[src/rtl/ctrl_pkg.sv]
// ctrl_pkg: shared state, opcode and datapath select encodings for the multi-cycle core
package ctrl_pkg;
  typedef enum logic [3:0] {
    FETCH    = 4'd0,
    DECODE   = 4'd1,
    MEMADR   = 4'd2,
    MEMREAD  = 4'd3,
    MEMWB    = 4'd4,
    MEMWRITE = 4'd5,
    EXECR    = 4'd6,
    EXECI    = 4'd7,
    ALUWB    = 4'd8,
    BEQ      = 4'd9,
    TRAP     = 4'd10
  } state_t;
  localparam logic [6:0] OP_LOAD   = 7'b0000011;
  localparam logic [6:0] OP_STORE  = 7'b0100011;
  localparam logic [6:0] OP_RTYPE  = 7'b0110011;
  localparam logic [6:0] OP_ITYPE  = 7'b0010011;
  localparam logic [6:0] OP_BRANCH = 7'b1100011;
  localparam logic [1:0] ALU_ADD   = 2'b00;
  localparam logic [1:0] ALU_SUB   = 2'b01;
  localparam logic [1:0] ALU_FUNCT = 2'b10;
  localparam logic [1:0] SRCA_PC    = 2'b00;
  localparam logic [1:0] SRCA_OLDPC = 2'b01;
  localparam logic [1:0] SRCA_RS1   = 2'b10;
  localparam logic [1:0] SRCB_RS2  = 2'b00;
  localparam logic [1:0] SRCB_IMM  = 2'b01;
  localparam logic [1:0] SRCB_FOUR = 2'b10;
  localparam logic [1:0] RES_ALUOUT = 2'b00;
  localparam logic [1:0] RES_MEM    = 2'b01;
  localparam logic [1:0] RES_ALU    = 2'b10;
  function automatic state_t decode_next(input logic [6:0] op);
    case (op)
      OP_LOAD, OP_STORE: return MEMADR;
      OP_RTYPE:          return EXECR;
      OP_ITYPE:          return EXECI;
      OP_BRANCH:         return BEQ;
`ifdef ILLEGAL_TRAP_EN
      default:           return TRAP;
`else
      default:           return FETCH;
`endif
    endcase
  endfunction
endpackage

[src/rtl/retire_counter.sv]
// retire_counter: wrapping retired-instruction counter with sync reset and increment enable
module retire_counter #(
  parameter int CNT_W = 32
) (
  input  logic             clk,
  input  logic             reset,
  input  logic             en,
  output logic [CNT_W-1:0] count
);
  always_ff @(posedge clk)
    if (reset) count <= '0;
    else if (en) count <= count + CNT_W'(1);
endmodule

[src/rtl/multicycle_controller.sv]
// multicycle_controller: RV32I multi-cycle sequencing FSM; define ILLEGAL_TRAP_EN to trap unsupported opcodes
module multicycle_controller
  import ctrl_pkg::*;
#(
  parameter int CNT_W = 32
) (
  input  logic             clk,
  input  logic             reset,
  input  logic [6:0]       opcode,
  input  logic             zero,
  input  logic             mem_ready,
  output logic             mem_req,
  output logic             adr_src,
  output logic             mem_write,
  output logic             ir_write,
  output logic             pc_write,
  output logic             reg_write,
  output logic [1:0]       alu_src_a,
  output logic [1:0]       alu_src_b,
  output logic [1:0]       alu_op,
  output logic [1:0]       result_src,
  output logic [3:0]       state,
  output logic [CNT_W-1:0] retired,
  output logic             illegal
);
  state_t cur;
  logic   is_mem, retire;
  always_ff @(posedge clk)
    if (reset) cur <= FETCH;
    else case (cur)
      FETCH:    cur <= mem_ready ? DECODE : FETCH;
      DECODE:   cur <= decode_next(opcode);
      MEMADR:   cur <= opcode == OP_LOAD ? MEMREAD : MEMWRITE;
      MEMREAD:  cur <= mem_ready ? MEMWB : MEMREAD;
      MEMWRITE: cur <= mem_ready ? FETCH : MEMWRITE;
      EXECR:    cur <= ALUWB;
      EXECI:    cur <= ALUWB;
      TRAP:     cur <= TRAP;
      default:  cur <= FETCH;
    endcase
  // Strobes are gated by reset so an in-flight access is dropped immediately.
  assign is_mem     = cur == MEMREAD || cur == MEMWRITE;
  assign mem_req    = !reset && (cur == FETCH || is_mem);
  assign adr_src    = is_mem;
  assign mem_write  = !reset && cur == MEMWRITE;
  assign ir_write   = !reset && cur == FETCH && mem_ready;
  assign pc_write   = !reset && ((cur == FETCH && mem_ready) || (cur == BEQ && zero));
  assign reg_write  = !reset && (cur == MEMWB || cur == ALUWB);
  assign alu_src_a  = cur == DECODE ? SRCA_OLDPC :
                      (cur == MEMADR || cur == EXECR || cur == EXECI || cur == BEQ) ? SRCA_RS1 : SRCA_PC;
  assign alu_src_b  = cur == FETCH ? SRCB_FOUR :
                      (cur == DECODE || cur == MEMADR || cur == EXECI) ? SRCB_IMM : SRCB_RS2;
  assign alu_op     = (cur == EXECR || cur == EXECI) ? ALU_FUNCT : cur == BEQ ? ALU_SUB : ALU_ADD;
  assign result_src = cur == FETCH ? RES_ALU : cur == MEMWB ? RES_MEM : RES_ALUOUT;
  assign state      = cur;
  assign retire     = cur == MEMWB || cur == ALUWB || cur == BEQ || (cur == MEMWRITE && mem_ready);
`ifdef ILLEGAL_TRAP_EN
  assign illegal = cur == TRAP;
`else
  assign illegal = 1'b0;
`endif
  retire_counter #(.CNT_W(CNT_W)) u_retire (
    .clk  (clk),
    .reset(reset),
    .en   (retire),
    .count(retired)
  );
endmodule

[config.mk]
export PLATFORM = sky130hd
export DESIGN_NAME = multicycle_controller
export DESIGN_NICKNAME = d
export VERILOG_FILES = /design/src/rtl/ctrl_pkg.sv /design/src/rtl/retire_counter.sv /design/src/rtl/multicycle_controller.sv
export SDC_FILE = /design/constraint.sdc
export NUM_CORES = 1
export LEC_CHECK = 0
export BUFFER_PORTS_ARGS = -buffer_cell sky130_fd_sc_hd__buf_4
export CAP_MARGIN = 20
export CORE_UTILIZATION = 51
export CTS_CLUSTER_SIZE = 14
export DETAILED_ROUTE_END_ITERATION = 16
export PLACE_DENSITY = 0.79
export SLEW_MARGIN = 20
export SYNTH_ARGS = -nofsm -noshare
export SYNTH_HDL_FRONTEND = slang
export SYNTH_SLANG_ARGS = --single-unit
[constraint.sdc]
create_clock -name clk -period 2.8 [get_ports clk]
set_clock_uncertainty 0.15 [all_clocks]
set_input_delay 0.84 -clock clk [delete_from_list [all_inputs] [get_ports clk]]
set_output_delay 0.84 -clock clk [all_outputs]
set_load 0.02 [all_outputs]
Yosys cells after proc, flatten, opt, wreduce, memory -nomap -nowiden

Index checks and enable logic that the tools add are counted.

Bits in registers: 36
Bits of input ports: 11

Mux-type cells: 14
Reductions and logical operators: 25
Equal/unequal tests: 15
Add/sub/neg operators: 1

Operators by type and width:

| kind                    | number |
|---|---|
| $add A32 B1 Y32 const B | 1 |
| $pmux W4 S7             | 1 |
| $eq A4 B3 Y1 const B    | 4 |
| $pmux W4 S4             | 1 |
| $eq A7 B6 Y1 const B    | 2 |
| $eq A4 B4 Y1 const B    | 3 |
| $logic_or A1 B1 Y1      | 12 |
| $mux W2                 | 5 |
| $logic_and A1 B1 Y1     | 9 |
| $mux W3                 | 3 |
| $eq A4 B2 Y1 const B    | 2 |
| $eq A7 B2 Y1 const B    | 1 |
| $eq A7 B5 Y1 const B    | 1 |
| $eq A7 B7 Y1 const B    | 1 |
| $eq A4 B1 Y1 const B    | 1 |
| $logic_not A4 Y1        | 1 |
| $mux W1                 | 4 |
| $reduce_or A2 Y1        | 2 |
| $logic_not A1 Y1        | 1 |

Logic depth before layout (Yosys ltp)

Word-level depth: 6
Mapped depth: 8
Gate-level depth less buffers: 6

Modules after synthesis

Synthesis repeated with hierarchy kept, for this count alone.

Cell total of the unflattened synthesis: 252
Area, all modules: 2134.5 sq um

Modules (own cells, without submodules):

| module                | cells each | area an instance (sq um) | instances |
|---|---|---|---|
| retire_counter        | 181        | 1564.0                   | 1 |
| multicycle_controller | 71         | 570.5                    | 1 |

Least setup slack after synthesis

No wires, ideal clock.

Path kind: reg-to-output
Start: reg cur[1], in the netlist state[1]
End: out result_src[1]
Path buffers: 3
Required time: 1.810 ns
Stages on the path, launching flop included: 5
Path slack: -0.076 ns
Data arrival time: 1.886 ns
Cell sequence: dfxtp_1 clkbuf_1 clkbuf_1 nor4_1 buf_4

Cells in the longest elaborated chain, start to end: 2

RTL lines:

| element                | line                        | source |
|---|---|---|
| from (decl)            | multicycle_controller.sv:26 | `state_t cur;` |
| from (signal assigned) | multicycle_controller.sv:31 | `FETCH: cur <= mem_ready ? DECODE : FETCH;` |
| from (signal assigned) | multicycle_controller.sv:32 | `DECODE: cur <= decode_next(opcode);` |
| from (signal assigned) | multicycle_controller.sv:33 | `MEMADR: cur <= opcode == OP_LOAD ? MEMREAD : MEMWRITE;` |
| $logic_not A4 Y1       | multicycle_controller.sv:54 | `assign result_src = cur == FETCH ? RES_ALU : cur == MEMWB ? RES_MEM : RES_ALUOUT;` |
| $mux W2                | multicycle_controller.sv:54 |  |
| to (decl)              | multicycle_controller.sv:21 | `output logic [1:0] result_src,` |

Every way passes these cells.

Worst setup path in the final report

Start: reg cur[3], in the netlist state[3]
End: out alu_src_a[1]

Cells in the longest elaborated chain, start to end: 6
Elaborated cells between the ends (all ways): 10
Those cells by class: eq/ne: 5; mux: 2; reduce/logical: 3

RTL lines:

| element                                      | line                        | source |
|---|---|---|
| $eq A4 B2 Y1 or $eq A4 B3 Y1 (tied branches) | multicycle_controller.sv:50 | `(cur == MEMADR \|\| cur == EXECR \|\| cur == EXECI \|\| cur == BEQ) ? SRCA_RS1 : SRCA_PC;` |
| $logic_or A1 B1 Y1 (3 in series)             | multicycle_controller.sv:50 |  |
| $mux W2                                      | multicycle_controller.sv:50 |  |
| $mux W2 *                                    | multicycle_controller.sv:49 | `assign alu_src_a = cur == DECODE ? SRCA_OLDPC :` |
| to (decl)                                    | multicycle_controller.sv:18 | `output logic [1:0] alu_src_a,` |

Every way passes the cells marked *; elsewhere a longest branch is shown, timed or not.

==> flow_summary.yaml <==
floorplan:
  die_w_um: 65.68
  start_util: 0.5484
  core.rowCount: 22
  die_y_um: 65.68
  dieArea_mm2: 0.004314
  io_pins: 62
  coreArea_mm2: 0.003771
critical_path:
  path_class: "reg2out"
  cp_data_arrival_time_ns: 1.67
  critPathLaunchType: "flop"
  cp.required_ns: 1.81
  cp-end-kind: "output port"
  path_max_fanout: 8
finish:
  diodes: 0
  finalNetCount: 335
  fillers: 306
  drive_gt1_frac: 0.2623
  area_growth_pct: 28.98
route:
  drtAntennaViolNets: 0
  vias: 2119
  routedWlPerCell_um: 13.67
  wl_mm: 5.086
  first_iter_violations: 190
  drtPass1Iterations: 4
  via_per_inst: 5.696
  drc_errors: 0
pwr:
  vdd_ir_drop_max_v: 0.0003877
  p_per_area_mw_per_mm2: 364.5
  p_leak_nw: 1.041
clock_network:
  clk_latency_ns: 0.29
  cts_made_buffers: 5
  numClockSinks: 36
  cts_buffer_depth: 2
  path_clk_slew_ns: 0.07
  cts_htree_levels: 2
  tritoncts: "done"
  cts_root_buf: "clkbuf_8"
global_routing:
  grt_max_degree: 31
  antenna_found_initial: 0
  grt_pass1_wl_mm: 8.369
  grt_use_total: 0.2506
  grt_pass1_vias: 1855
  grt.overflow.total: 0
yosys:
  synth_edf_count: 0
  postSynth.asyncResetShare: 0
  ys_seq_elements: 36
  yosysTopAreaCellShare: 0.3485
  synthesis.instances: 263
  ys_seq_area_frac: 0.3485
  synth.most_common_cell: "nor2_1"
  syn-num-nets: 275
  yosys.area.top_type: "dfxtp_1"
  syn_area_per_cell_um2: 7.864
  synth_area_mm2: 0.002068
  synth_cell_type_count: 49
  synthFlopType: "dfxtp_1"
  synth_commonest_cells: "nor2_1 (37), dfxtp_1 (36), xnor2_1 (18)"
  synth_warnings: 0
  synth_area_leaders: "dfxtp_1 (35%), xnor2_1 (7.6%), nor2_1 (6.7%), nor4_1 (4.5%), nand4_1 (4.2%)"
sta:
  fmax_ghz: 0.3756
  finalSetupTns_ns: 0
  setup_ws_ns: 0.1375
  setup_violations: 0
  rsz0062_at_grt: "false"
  drv_slew: 0
  worstMarginPinSlew_ns: 0.5407
  fin_crit_ns: 2.663
  slew-limit-headroom: 0.6357
  hold_viol: 0
  finalCritPeriodShare: 0.9509
place:
  pre_cts_ws_ns: 0.2216
  gp_congestion: 0.8068
  dp.final_hpwl_mm: 3.627
  port_buffers: 60
min_path:
  min_path_type: "reg2reg"
status:
  status: "complete, no violations"
flow_run:
  maxCapViolations: 0
power by group:
group	switching, mW	internal (mW)
sequential	0.00202	0.513
clock	0.180	0.201
combinational	0.0447	0.0320
state kept, by name, summed over array words and instances (netlist names):
signal          cells
state               4
u_retire.count     32
final timing paths:
check                                  start                               to  slack (ns)  cells past startpoint
max                      state[3]$_SDFF_PP0_                     alu_src_a[1]        0.14                      5
min          u_retire.count[31]$_SDFFE_PP0P_  u_retire.count[31]$_SDFFE_PP0P_        0.35                      2
max reg2reg              state[3]$_SDFF_PP0_  u_retire.count[29]$_SDFFE_PP0P_        0.41                      6
min reg2reg  u_retire.count[31]$_SDFFE_PP0P_  u_retire.count[31]$_SDFFE_PP0P_        0.35                      2
cells in the final DEF (no fill, tap or decap), types with 3 or more instances in the layout:
master / Yosys / routed
xor2_1: 8 / 8
inv_1: 8 / 8
nand2b_1: 7 / 7
nor3_1: 12 / 12
nor2b_1: 3 / 3
nor4_1: 15 / 14
xnor2_1: 18 / 18
o21ai_0: 8 / 8
nand3_1: 8 / 8
nand3b_1: 3 / 3
clkbuf_8: 0 / 6
o21a_1: 3 / 3
or3_1: 3 / 3
nand2_1: 14 / 14
a21oi_1: 12 / 12
dfxtp_1: 36 / 35
nor2_1: 37 / 37
a211oi_1: 3 / 3
nand4_1: 14 / 14
and3_1: 4 / 4
buf_4: 3 / 70
layout make-up:
cell class | instances | area [um^2] | share of cell area
tap | 48 | 60.06 | 0.02251
timing repair buffer | 70 | 525.5 | 0.1970
inverter | 8 | 30.03 | 0.01126
clock buffer | 8 | 90.09 | 0.03377
multi-input combinational | 202 | 1240 | 0.4648
sequential | 36 | 721.9 | 0.2706
routing by layer:
metal	wire, um	track usage	up-vias
met2	2373	0.3929	61
met5	0	0	-
li1	-	-	1052
met4	17	0.07880	0
met3	272	0.05729	2
met1	2423	0.3372	1004
cell families (layout without fill, tap and decap cells):
logic type,after synthesis,after routing,share of synthesized area
AO/OA/AOI/OAI,37,37,0.1131
flip-flops,36,36,0.3485
AND/OR/NAND/NOR,137,137,0.3654
buffers and inverters,25,86,0.05505
adder cells (fa/ha/maj),1,1,0.006049
other,1,1,0.001813
XOR/XNOR,26,26,0.1101
per-stage QoR:
stage                     utilization  power [mW]  instance area, um^2  hold slack, ns  cells
after floorplan                     -      0.5707                 2074          0.4096    263
after global placement         0.6831      0.6015                 2576          0.3279    364
after detailed placement       0.6831      0.6023                 2576          0.3379    364
after CTS                      0.7070      0.9780                 2666          0.3458    372
after global routing           0.7074       1.004                 2668          0.3851    372
final                          0.7074      0.9723                 2668          0.3519    372
critical path, cell delays in order (launching register included):
cell and delay (ns):
dfxtp_1 0.38, buf_4 0.19, nand2b_1 0.13, nor2_1 0.09, or3b_2 0.44, buf_4 0.17
timing repair:
action                                  CTS  global route
hold buffers                              0             0
endpoints found under the setup margin    0             1
setup buffers                             0             0
gates resized for setup                   0             1
Power figures use the tool's default switching activity.
